`config.mk`:
```
export PLATFORM = sky130hd
export DESIGN_NAME = addsub_accn
export DESIGN_NICKNAME = d
export VERILOG_FILES = /design/src/rtl/addsub_accn.sv
export SDC_FILE = /design/constraint.sdc
export NUM_CORES = 1
export LEC_CHECK = 0
export CELL_PAD_IN_SITES_DETAIL_PLACEMENT = 0
export CELL_PAD_IN_SITES_GLOBAL_PLACEMENT = 2
export CORE_UTILIZATION = 33
export CTS_BUF_LIST = sky130_fd_sc_hd__clkbuf_2 sky130_fd_sc_hd__clkbuf_4 sky130_fd_sc_hd__clkbuf_8
export CTS_CLUSTER_SIZE = 14
export DETAILED_ROUTE_END_ITERATION = 12
export MAX_ROUTING_LAYER = met4
export PLACE_DENSITY_LB_ADDON = 0.1
export RECOVER_POWER = 100
export SKIP_CTS_REPAIR_TIMING = 1
export SLEW_MARGIN = 0
export SYNTH_ARGS = -nofsm -noshare
export SYNTH_HDL_FRONTEND = slang
export SYNTH_SLANG_ARGS = --single-unit
```
`constraint.sdc`:
```
create_clock -name Clock -period 4.14 [get_ports Clock]
set_clock_uncertainty 0.15 [all_clocks]
set_input_delay 1.242 -clock Clock [delete_from_list [all_inputs] [get_ports Clock]]
set_output_delay 1.242 -clock Clock [all_outputs]
set_load 0.01 [all_outputs]
```
`src/rtl/addsub_accn.sv`:
```
// Signed N-bit adder/subtractor with an accumulator, optional saturation and
// overflow flags, behind a valid-qualified two-stage register pipeline.
module addsub_accn #(
  parameter int N        = 8,
  parameter int SATURATE = 0,
  parameter int CW       = 8
) (
  input  logic          Clock,
  input  logic          Reset,
  input  logic          In_Valid,
  input  logic [N-1:0]  A,
  input  logic [N-1:0]  B,
  input  logic          Sub,
  input  logic          Mode,
  input  logic          Clear,
  output logic [N-1:0]  S,
  output logic          Out_Valid,
  output logic          Overflow,
  output logic          Ovf_Sticky,
  output logic [CW-1:0] Op_Count
);

  // Handshake: no back-pressure. In_Valid high at edge k captures the op; Out_Valid
  // pulses for exactly one cycle after edge k+1 with S/Overflow for that op.

  logic [N-1:0]  a_q, a_d, b_q, b_d;
  logic          sub_q, sub_d, mode_q, mode_d, v1_q, v1_d;
  logic [N-1:0]  acc_q, acc_d, s_q, s_d;
  logic          ovf_q, ovf_d, sticky_q, sticky_d, ov_q, ov_d;
  logic [CW-1:0] cnt_q, cnt_d;

  logic [N-1:0]  acc_eff, x, r;
  logic [N:0]    x_ext, b_ext, y_ext, r_ext;
  logic          ovf;
  logic          sticky_base;
  logic [CW-1:0] cnt_base, cnt_inc;

  always_comb begin
    acc_eff = Clear ? '0 : acc_q;
    x       = mode_q ? acc_eff : a_q;
    x_ext   = {x[N-1], x};
    b_ext   = {b_q[N-1], b_q};
    // Negating at N+1 bits keeps -min exact, so the sum never leaves the range.
    y_ext   = sub_q ? ((~b_ext) + {{N{1'b0}}, 1'b1}) : b_ext;
    r_ext   = x_ext + y_ext;
    ovf     = r_ext[N] ^ r_ext[N-1];
    r       = r_ext[N-1:0];
    if ((SATURATE != 0) && ovf) begin
      r = r_ext[N] ? {1'b1, {(N-1){1'b0}}} : {1'b0, {(N-1){1'b1}}};
    end
    sticky_base = Clear ? 1'b0 : sticky_q;
    cnt_base    = Clear ? '0 : cnt_q;
    cnt_inc     = (&cnt_base) ? cnt_base : cnt_base + CW'(1);
  end

  always_comb begin
    a_d      = a_q;
    b_d      = b_q;
    sub_d    = sub_q;
    mode_d   = mode_q;
    v1_d     = In_Valid;
    acc_d    = acc_q;
    s_d      = s_q;
    ovf_d    = ovf_q;
    sticky_d = sticky_q;
    cnt_d    = cnt_q;
    ov_d     = 1'b0;
    if (In_Valid) begin
      a_d    = A;
      b_d    = B;
      sub_d  = Sub;
      mode_d = Mode;
    end
    if (v1_q) begin
      s_d      = r;
      ovf_d    = ovf;
      acc_d    = r;
      ov_d     = 1'b1;
      cnt_d    = cnt_inc;
      sticky_d = sticky_base | ovf;
    end else if (Clear) begin
      acc_d    = '0;
      cnt_d    = '0;
      sticky_d = 1'b0;
    end
  end

  always_ff @(posedge Clock) begin
    if (Reset) begin
      a_q      <= '0;
      b_q      <= '0;
      sub_q    <= 1'b0;
      mode_q   <= 1'b0;
      v1_q     <= 1'b0;
      acc_q    <= '0;
      s_q      <= '0;
      ovf_q    <= 1'b0;
      sticky_q <= 1'b0;
      cnt_q    <= '0;
      ov_q     <= 1'b0;
    end else begin
      a_q      <= a_d;
      b_q      <= b_d;
      sub_q    <= sub_d;
      mode_q   <= mode_d;
      v1_q     <= v1_d;
      acc_q    <= acc_d;
      s_q      <= s_d;
      ovf_q    <= ovf_d;
      sticky_q <= sticky_d;
      cnt_q    <= cnt_d;
      ov_q     <= ov_d;
    end
  end

  assign S          = s_q;
  assign Out_Valid  = ov_q;
  assign Overflow   = ovf_q;
  assign Ovf_Sticky = sticky_q;
  assign Op_Count   = cnt_q;

endmodule

```
==> out/results.ini <==
[run_status]
status = finished, final reports clean

[logic_synthesis]
yosys-top-cells-area = dfxtp_1 38%, mux2i_1 8.3%, ha_1 5.2%
synth-seq-cells = 46
syn_nets = 309
yosysWarningCount = 0
synth_cell_types = 43
seq_area_frac_synth_pct = 38.1
yosys.area.top_type = dfxtp_1
synth_top_area_share_pct = 38.1
synth-main-ff-cell = dfxtp_1
syn_avg_cell_area_sq_um = 8.75
syn_inst = 276
syn-cell-area_sq_mm = 0.00241
synthArstFlopShare_pct = 0
synth-edff-count = 0

[critical_path]
path_buf_inv = 3
worstPathCellList = clkdlybuf4s50_1, clkbuf_1, nand3b_1, o21ai_0, ha_1, buf_4, nand3_1, nor2_1, nor2b_1, o311ai_0, xnor2_1, o21ai_0
crit_family = buffers and inverters
worst_setup_path_start_kind = input port
critPathArrivalTime_ps = 3900
worst-setup-path-type = in2reg
cpPeakStageDelay_ps = 550
cp_slowest_cell = clkdlybuf4s50_1
endpoint_kind = register
cp_max_fo = 6
crit_path_frequent_cell = o21ai_0
cp_data_required_time_ps = 4170

[power]
internal_power_mw = 0.688
p_leak_nw = 1.18
powerDensity_mw_per_mm2 = 318
pwr-share-clk_pct = 29.4
p_sw_share_pct = 27.7
comb_power_share_pct = 19.4
switchingPower_mw = 0.264
max-vdd-ir-drop_mv = 0.146
p_seq_share_pct = 51.2

[clocking]
numCtsBuffers = 5
cts_htree_levels = 2
clkTransAtPathRegs_ps = 90
insertion_delay_ps = 300
ctsLongestPathBuffers = 2
clock-root-buffer = clkbuf_8
clkSinkCount = 46
tritoncts = done

[grt]
grt_pass1_wl_um = 8960
antenna_found_initial = 0
grt-ovfl-total = 0
grt_pass1_vias = 1821
grt_max_degree = 31
track_usage_pct = 16.0

[timing]
setup_tns_ps = 0
drv_slew = 0
rsz0062_at_grt = no
max_freq_ghz = 0.258
worstMarginPinSlew_ps = 1310
setup_viol = 0
fin_ws_ps = 269
fin_crit_ps = 3870
hold_violations = 0
min_period_over_period_pct = 93.5
relSlewSlack_pct = 12.5

[placed_design]
dpl_cell_area_sq_mm = 0.00293
dp.cells = 404
hpwl_um = 4080
gp_congestion = 0.810
numPortBuffers = 40
dp_slack_ps = 27.5

[layout]
antenna_cells = 0
layout-drive-gt1-share_pct = 7.91
fin_util_pct = 43.2
syn_to_final_growth_pct = 24.1
fin_nets = 348
layout_commonest_cell = dfxtp_1
final_cell_mix = 46 x dfxtp_1, 31 x nor2_1, 21 x dlygate4sd3_1
fin_cells = 412
final_area_sq_mm = 0.00300

[detailed_routing]
drt-pass1-iter-count = 4
ant_nets = 0
vias = 1915
routed_via_density = 4.65
drc = 0
wl_per_cell_um = 13.0
drt-initial-drc-count = 51
wirelength_um = 5360

[floorplanning]
fp.dieW_um = 87.5
rows = 30
core-area_sq_mm = 0.00694
pin_count = 41
die_area_sq_mm = 0.00766
start_util_pct = 34.8
die_h_um = 87.5

[flow_run]
max-cap-violations = 0

[min_path]
hp-class = reg2reg

==> worst reg2reg max path, cell delays in order (launching register included) <==
cell and delay [ps]:
dfxtp_1 630, nand3b_1 130, o21ai_0 90, ha_1 200
inv_1 60, fa_1 380, nor2b_1 180, o211ai_1 140
a2bb2oi_2 170, xnor3_1 350, xnor2_1 230, o21ai_0 130
==> Yosys cell counts, types with 8 or more instances <==
cell type,instances
clkbuf_1,10
nand2b_1,16
xnor2_1,14
ha_1,10
mux2i_1,20
inv_1,15
o21ai_0,8
nor2b_1,10
dfxtp_1,46
nand2_1,18
nor2_1,31
a21oi_1,19
==> per-stage QoR <==
stage | power (mW) | hold WS, ps
floorplan | 0.621 | 306
global placement | 0.694 | 309
detailed placement | 0.694 | 309
CTS | 0.978 | 323
global route | 1.01 | 344
finish | 0.952 | 320
==> per-layer routing <==
| layer | vias to the layer above | share of wire [%] | GRT usage, % |
|---|---|---|---|
| met4 | 0 | 1.2 | 5.37 |
| met2 | 34 | 46 | 24.6 |
| met5 | - | 0 | - |
| li1 | 1013 | - | - |
| met1 | 864 | 50 | 20.8 |
| met3 | 4 | 3.4 | 3.49 |
==> sequential cells by signal, summed over array words and instances (netlist names) <==
| register | cells |
|---|---|
| v1_q | 1 |
| mode_q | 1 |
| sub_q | 1 |
| S | 8 |
| a_q | 8 |
| Overflow | 1 |
| acc_q | 8 |
| Ovf_Sticky | 1 |
| Op_Count | 8 |
| b_q | 8 |
| Out_Valid | 1 |
==> kinds of logic after synthesis <==
family / count (synthesis) / synth area share [%]
XOR/XNOR: 17 / 6.74
multiplexers: 22 / 9.22
AND/OR/NAND/NOR: 105 / 23.1
AO/OA/AOI/OAI: 46 / 12.2
adder cells (fa/ha/maj): 11 / 6.01
flip-flops: 46 / 38.1
buffers and inverters: 29 / 4.61
==> power by group through the flow <==
stage	registers [mW]	logic [mW]	clock network, mW
floorplan	0.492	0.129	0
global placement	0.499	0.195	0
detailed placement	0.499	0.195	0
CTS	0.489	0.195	0.294
global route	0.492	0.206	0.312
finish	0.487	0.185	0.280
==> final cells by class <==
cell class,instances,area (sq um)
Sequential cell,46,921
Multi-Input combinational cell,201,1380
Clock inverter,2,13.8
Tap cell,96,120
Fill cell,732,3950
Inverter,15,56.3
Timing Repair Buffer,46,434
Clock buffer,6,76.3
==> path summary, 6_finish.rpt <==
check	from	to	slack, ps	cells past startpoint
setup / recovery	Clear	Ovf_Sticky	270	12
hold / removal	S[6]	S[6]	320	2
setup reg to reg	mode_q	Ovf_Sticky	1200	11
hold reg to reg	S[6]	S[6]	320	2
Note: power is estimated with default switching activity, not from simulation.
